## src/rtl/pwl_pkg.sv

```systemverilog
// Shared mode/segment types and fixed-point breakpoint constants for the
// piecewise-linear sigmoid/tanh activation.
package pwl_pkg;

  typedef enum logic {
    MODE_SIG  = 1'b0,
    MODE_TANH = 1'b1
  } mode_e;

  typedef enum logic [2:0] {
    SEG_LO  = 3'd0,
    SEG_NEG = 3'd1,
    SEG_MID = 3'd2,
    SEG_POS = 3'd3,
    SEG_HI  = 3'd4
  } seg_e;

  // Every breakpoint and coefficient is a whole number of eighths, so one
  // helper scales them all to any FRAC_W >= 3.
  localparam int BP_LO_8  = -19;  // -2.375
  localparam int BP_M1_8  = -8;   // -1.0
  localparam int BP_P1_8  = 8;    //  1.0
  localparam int BP_HI_8  = 19;   //  2.375
  localparam int C_NEG_8  = 3;    //  0.375
  localparam int C_MID_8  = 4;    //  0.5
  localparam int C_POS_8  = 5;    //  0.625
  localparam int ONE_8    = 8;    //  1.0

  function automatic longint eighths(input int frac_w, input int n);
    return (longint'(n) <<< frac_w) >>> 3;
  endfunction

endpackage

```

## src/rtl/pwl_segment.sv

```systemverilog
// Combinational segment select and slope shift for the sigmoid approximation.
module pwl_segment
  import pwl_pkg::*;
#(
  parameter int DATA_W = 32,
  parameter int FRAC_W = 16
) (
  input  logic signed [DATA_W-1:0] x,
  output seg_e                     seg,
  output logic signed [DATA_W-1:0] shifted
);

  localparam logic signed [DATA_W-1:0] BP_LO = DATA_W'(eighths(FRAC_W, BP_LO_8));
  localparam logic signed [DATA_W-1:0] BP_M1 = DATA_W'(eighths(FRAC_W, BP_M1_8));
  localparam logic signed [DATA_W-1:0] BP_P1 = DATA_W'(eighths(FRAC_W, BP_P1_8));
  localparam logic signed [DATA_W-1:0] BP_HI = DATA_W'(eighths(FRAC_W, BP_HI_8));

  // Clamp segments contribute only their constant, so the slope term is zero.
  always_comb begin
    seg     = SEG_MID;
    shifted = x >>> 2;
    if (x < BP_LO) begin
      seg     = SEG_LO;
      shifted = '0;
    end else if (x < BP_M1) begin
      seg     = SEG_NEG;
      shifted = x >>> 3;
    end else if (x < BP_P1) begin
      seg     = SEG_MID;
      shifted = x >>> 2;
    end else if (x < BP_HI) begin
      seg     = SEG_POS;
      shifted = x >>> 3;
    end else begin
      seg     = SEG_HI;
      shifted = '0;
    end
  end

endmodule

```

## src/rtl/pwl_activation.sv

```systemverilog
// Three-stage piecewise-linear sigmoid / tanh with valid-ready handshake.
// Tanh mode is built only when macro PWL_TANH_EN is defined.
module pwl_activation
  import pwl_pkg::*;
#(
  parameter int DATA_W = 32,
  parameter int FRAC_W = 16,
  parameter int CNT_W  = 16
) (
  input  logic                     clk,
  input  logic                     rstn,
  input  logic                     in_valid,
  output logic                     in_ready,
  input  logic signed [DATA_W-1:0] in_data,
  input  logic                     in_mode,
  output logic                     out_valid,
  input  logic                     out_ready,
  output logic signed [DATA_W-1:0] out_data,
  output logic [CNT_W-1:0]         sat_cnt,
  output logic                     busy
);

  localparam int SUM_W = DATA_W + 1;
  localparam logic signed [SUM_W-1:0] C_NEG_S = SUM_W'(eighths(FRAC_W, C_NEG_8));
  localparam logic signed [SUM_W-1:0] C_MID_S = SUM_W'(eighths(FRAC_W, C_MID_8));
  localparam logic signed [SUM_W-1:0] C_POS_S = SUM_W'(eighths(FRAC_W, C_POS_8));
  localparam logic signed [SUM_W-1:0] ONE_S   = SUM_W'(eighths(FRAC_W, ONE_8));

  logic                     adv;
  logic signed [DATA_W-1:0] x_pre;
  seg_e                     seg;
  logic signed [DATA_W-1:0] shifted;
  logic signed [SUM_W-1:0]  coef;
  logic signed [SUM_W-1:0]  sum_next;
  logic signed [SUM_W-1:0]  sig_clamped;
  logic signed [DATA_W-1:0] y_next;

  logic                     s1_valid_reg;
  seg_e                     s1_seg_reg;
  logic signed [DATA_W-1:0] s1_shift_reg;
  logic                     s2_valid_reg;
  logic signed [SUM_W-1:0]  s2_sum_reg;
  logic                     s2_sat_reg;
  logic                     out_valid_reg;
  logic signed [DATA_W-1:0] out_data_reg;
  logic                     out_sat_reg;
  logic [CNT_W-1:0]         sat_cnt_reg;

  assign adv       = !out_valid_reg || out_ready;
  assign in_ready  = adv;
  assign out_valid = out_valid_reg;
  assign out_data  = out_data_reg;
  assign sat_cnt   = sat_cnt_reg;
  assign busy      = s1_valid_reg || s2_valid_reg || out_valid_reg;

`ifdef PWL_TANH_EN
  localparam logic signed [SUM_W-1:0] NEG_ONE_S = SUM_W'(eighths(FRAC_W, -ONE_8));
  mode_e                   s1_mode_reg;
  mode_e                   s2_mode_reg;
  logic signed [SUM_W-1:0] tanh_val;

  // tanh(x) = 2*sig(2x) - 1; doubling saturates instead of wrapping.
  always_comb begin
    x_pre = in_data;
    if (in_mode == MODE_TANH) begin
      if (in_data[DATA_W-1] != in_data[DATA_W-2])
        x_pre = in_data[DATA_W-1] ? {1'b1, {(DATA_W-1){1'b0}}} : {1'b0, {(DATA_W-1){1'b1}}};
      else
        x_pre = in_data <<< 1;
    end
  end

  always_ff @(posedge clk) begin
    if (!rstn) begin
      s1_mode_reg <= MODE_SIG;
      s2_mode_reg <= MODE_SIG;
    end else if (adv) begin
      s1_mode_reg <= mode_e'(in_mode);
      s2_mode_reg <= s1_mode_reg;
    end
  end
`else
  logic in_mode_unused;
  assign in_mode_unused = in_mode;
  assign x_pre          = in_data;
`endif

  pwl_segment #(
    .DATA_W (DATA_W),
    .FRAC_W (FRAC_W)
  ) u_segment (
    .x       (x_pre),
    .seg     (seg),
    .shifted (shifted)
  );

  always_comb begin
    coef = '0;
    case (s1_seg_reg)
      SEG_NEG: coef = C_NEG_S;
      SEG_MID: coef = C_MID_S;
      SEG_POS: coef = C_POS_S;
      SEG_HI:  coef = ONE_S;
      default: coef = '0;
    endcase
  end

  assign sum_next = {s1_shift_reg[DATA_W-1], s1_shift_reg} + coef;

  always_comb begin
    sig_clamped = s2_sum_reg;
    if (s2_sum_reg[SUM_W-1])
      sig_clamped = '0;
    else if (s2_sum_reg > ONE_S)
      sig_clamped = ONE_S;
`ifdef PWL_TANH_EN
    tanh_val = (sig_clamped <<< 1) - ONE_S;
    if (tanh_val > ONE_S)
      tanh_val = ONE_S;
    else if (tanh_val < NEG_ONE_S)
      tanh_val = NEG_ONE_S;
    y_next = (s2_mode_reg == MODE_TANH) ? tanh_val[DATA_W-1:0] : sig_clamped[DATA_W-1:0];
`else
    y_next = sig_clamped[DATA_W-1:0];
`endif
  end

  // A single advance enable moves every stage together, so a stall freezes
  // the whole pipe and the output register holds its value.
  always_ff @(posedge clk) begin
    if (!rstn) begin
      s1_valid_reg  <= 1'b0;
      s1_seg_reg    <= SEG_LO;
      s1_shift_reg  <= '0;
      s2_valid_reg  <= 1'b0;
      s2_sum_reg    <= '0;
      s2_sat_reg    <= 1'b0;
      out_valid_reg <= 1'b0;
      out_data_reg  <= '0;
      out_sat_reg   <= 1'b0;
      sat_cnt_reg   <= '0;
    end else begin
      sat_cnt_reg <= sat_cnt_reg + CNT_W'(out_valid_reg && out_ready && out_sat_reg);
      if (adv) begin
        s1_valid_reg  <= in_valid;
        s1_seg_reg    <= seg;
        s1_shift_reg  <= shifted;
        s2_valid_reg  <= s1_valid_reg;
        s2_sum_reg    <= sum_next;
        s2_sat_reg    <= (s1_seg_reg == SEG_LO) || (s1_seg_reg == SEG_HI);
        out_valid_reg <= s2_valid_reg;
        out_data_reg  <= y_next;
        out_sat_reg   <= s2_sat_reg;
      end
    end
  end

endmodule

```

## config.mk

```make
export PLATFORM = sky130hd
export DESIGN_NAME = pwl_activation
export DESIGN_NICKNAME = d
export VERILOG_FILES = /design/src/rtl/pwl_pkg.sv /design/src/rtl/pwl_segment.sv /design/src/rtl/pwl_activation.sv
export SDC_FILE = /design/constraint.sdc
export NUM_CORES = 1
export LEC_CHECK = 0
export BUFFER_PORTS_ARGS = -buffer_cell sky130_fd_sc_hd__buf_2
export CAP_MARGIN = 20
export CORE_UTILIZATION = 55
export DETAILED_ROUTE_END_ITERATION = 8
export PLACE_DENSITY = 0.9
export SLEW_MARGIN = 20
export SYNTH_ARGS = -nofsm -noshare
export SYNTH_HDL_FRONTEND = slang
export SYNTH_SLANG_ARGS = --single-unit
```

## constraint.sdc

```tcl
create_clock -name clk -period 3.5 [get_ports clk]
set_clock_uncertainty 0.2 [all_clocks]
set_input_delay 0.7 -clock clk [delete_from_list [all_inputs] [get_ports clk]]
set_output_delay 0.7 -clock clk [all_outputs]
set_load 0.01 [all_outputs]
```

==> impl_metrics.json <==
{
  "setup_tns_ns": 0,
  "htreeDepth": 4,
  "wl_um": 11100,
  "firstDrtPassIters": 5,
  "path_class": "flop to flop",
  "areaGrowthSynthToFinish_pct": 24.0,
  "slew_headroom_pct": 43.9,
  "clockBufferDepth": 2,
  "avgSynthCellArea_um2": 9.17,
  "status": "finished, final reports clean",
  "end_kind": "flop",
  "fp-row-count": 33,
  "placed_cells": 680,
  "wl_per_cell_um": 15.6,
  "start_kind": "flop",
  "crit_path_frequent_cell": "nor2b_1",
  "reg2reg_depth": 9,
  "cp_num_cells": 9,
  "cts_tree": "done",
  "post_cts_buffers": 0,
  "path_clk_slew_ns": 0.06,
  "place_area_um2": 5210,
  "ys_dominant_reg_cell": "dfxtp_1",
  "met2WireLength_um": 5300,
  "gp_congestion": 0.865,
  "core-area_um2": 8260,
  "worstMarginPinSlew_ns": 0.839,
  "worst_skew_pair.late_latency_ns": 0.51,
  "n_antenna_cell": 0,
  "post_cts_resized": 0,
  "die-area_um2": 8990,
  "setup_viol": 0,
  "synth_top_cell_by_area": "dfxtp_1",
  "whs_path_depth": 2,
  "netlist_instances": 517,
  "rsz0062_at_grt": "no",
  "first_iter_violations": 351,
  "die_h_um": 94.8,
  "start_util_pct": 57.4,
  "required_ns": 3.72,
  "hold_path.class": "input port to flop",
  "synth.distinct_cells": 49,
  "vias": 4283,
  "largest_reg_flops": 33,
  "synthTopCellsByArea": "dfxtp_1 50%, a21oi_1 4.8%, a22oi_1 4.8%",
  "synth_edf_count": 0,
  "yosysTopAreaCellShare_pct": 50.3,
  "timing.critical_path.buf_inv": 1,
  "path_delay_family": "compound AO/OA/AOI/OAI gates",
  "power.density_nw_per_um2": 595,
  "synth_nets": 562,
  "drt-met1-wl_um": 4940,
  "finalInstanceArea_um2": 5880,
  "leakage_nw": 2.40,
  "arrival_ns": 3.02,
  "die_w_um": 94.8,
  "crit_slowest_cell": "a2111oi_0",
  "ys_seq_area_share_pct": 50.3,
  "worst_path_largest_cell_delay_ns": 0.56,
  "clkSinkCount": 119,
  "drv_slew": 0,
  "track_usage_pct": 25.8,
  "ir_drop_mv": 0.319,
  "timing.final.crit_share_pct": 80.0,
  "viasPerCell": 6.02,
  "dr_wl_met3_um": 701,
  "fmax_ghz": 0.357,
  "path_cells": "nor2b_1, ha_1, inv_1, fa_1, nor2b_1, o21ai_1, a2111oi_0, xnor2_1, a211oi_1",
  "grt_pass1_wl_um": 18000,
  "ios": 88,
  "post-dp-hpwl_um": 7390,
  "postRouteAntennaNets": 0,
  "fin_crit_ns": 2.80,
  "yosysWarnings": 0,
  "grt_antenna_before_repair": 0,
  "cts_made_buffers": 17,
  "synthesis.area_um2": 4740,
  "grt_max_degree": 85,
  "hold_buffers": 0,
  "grt_pass1_vias": 3828,
  "drive_gt1_share_pct": 20.9,
  "maxCapViolCount": 0,
  "crit_path_max_fanout": 8,
  "nets": 639,
  "layoutNonFillerInstCount": 712,
  "top_layer": "met4",
  "cts-root-buf": "clkbuf_8",
  "io_buffers": 84,
  "ys_async_sr_fraction_pct": 0,
  "final_core_util_pct": 71.2,
  "finalHoldViolCount": 0,
  "grt_remaining_overflow": 0,
  "drc": 0,
  "ys_ff_latch": 119
}
==> where the power goes <==
part	internal (mW)	total, mW	switching (mW)
registers	1.39	1.42	0.0284
logic	0.0699	0.176	0.106
clock network	1.31	1.90	0.596
total	2.77	3.50	0.731
==> routing by layer <==
metal | vias up | global-route usage (%)
li1 | 2048 | -
met1 | 2045 | 33.3
met2 | 169 | 41.3
met3 | 21 | 5.96
met4 | 0 | 10.7
met5 | - | 0
==> synth_stat cells, types with 4 or more instances <==
master / instances
o21ai_0: 16
nand4_1: 10
xor2_1: 7
nor2b_1: 5
a221o_1: 13
nor4_1: 12
a211oi_1: 8
and3_1: 21
nor2_1: 41
xnor2_1: 17
nand3_1: 10
buf_1: 4
dfxtp_1: 119
nor3_1: 6
a22oi_1: 30
clkbuf_1: 24
nand2_1: 58
ha_1: 7
a21oi_1: 45
or3_1: 4
inv_1: 7
o2bb2ai_1: 14
==> worst reg2reg max path, cell delays in order, from the launching register on <==
cell	delay, ns
dfxtp_1	0.38
nor2b_1	0.20
ha_1	0.22
inv_1	0.06
fa_1	0.38
nor2b_1	0.17
o21ai_1	0.20
a2111oi_0	0.56
xnor2_1	0.12
a211oi_1	0.22
==> cells by family (layout without fill, tap and decap cells) <==
kind of cell	after synthesis	count (layout)	synth area share, %
adder cells (fa/ha/maj)	8	8	2.27
flip-flops	119	119	50.3
AO/OA/AOI/OAI	142	142	20.5
AND/OR/NAND/NOR	182	182	18.8
XOR/XNOR	24	24	4.44
buffers and inverters	42	132	3.72
==> cell type report <==
| cell class | instances | area [um2] |
|---|---|---|
| Multi-Input combinational cell | 356 | 2190 |
| Inverter | 9 | 33.8 |
| Timing Repair Buffer | 91 | 473 |
| Tap cell | 105 | 131 |
| Clock inverter | 10 | 190 |
| Fill cell | 597 | 2380 |
| Sequential cell | 119 | 2380 |
| Clock buffer | 22 | 473 |
==> layout by cell type (no fill, tap or decap), types with 6 or more instances in the layout <==
master / instances
dfxtp_1: 119
buf_2: 84
nand2_1: 58
a21oi_1: 45
nor2_1: 41
a22oi_1: 30
and3_1: 21
xnor2_1: 17
o21ai_0: 16
clkbuf_16: 16
o2bb2ai_1: 14
a221o_1: 13
nor4_1: 12
nand3_1: 10
nand4_1: 10
a211oi_1: 8
inv_1: 7
xor2_1: 7
ha_1: 7
buf_4: 7
nor3_1: 6
==> stage by stage <==
stage               total power [mW]  hold slack, ns  worst slack (ns)
floorplan                       1.55           0.227             0.605
global placement                1.61           0.244             0.310
detailed placement              1.62           0.251             0.256
CTS                             3.51           0.191             0.739
global route                    3.61           0.190             0.478
finish                          3.50           0.205             0.701
==> final timing paths <==
check / to / slack, ns / start
worst max-delay path: s2_sum_reg[27] / 0.70 / s1_seg_reg[0]
worst min-delay path: s1_shift_reg[4] / 0.20 / in_data[7]
worst max register to register: s2_sum_reg[27] / 0.70 / s1_seg_reg[0]
worst min register to register: out_sat_reg / 0.25 / out_sat_reg
No activity file was read; power rests on OpenSTA's default activity.
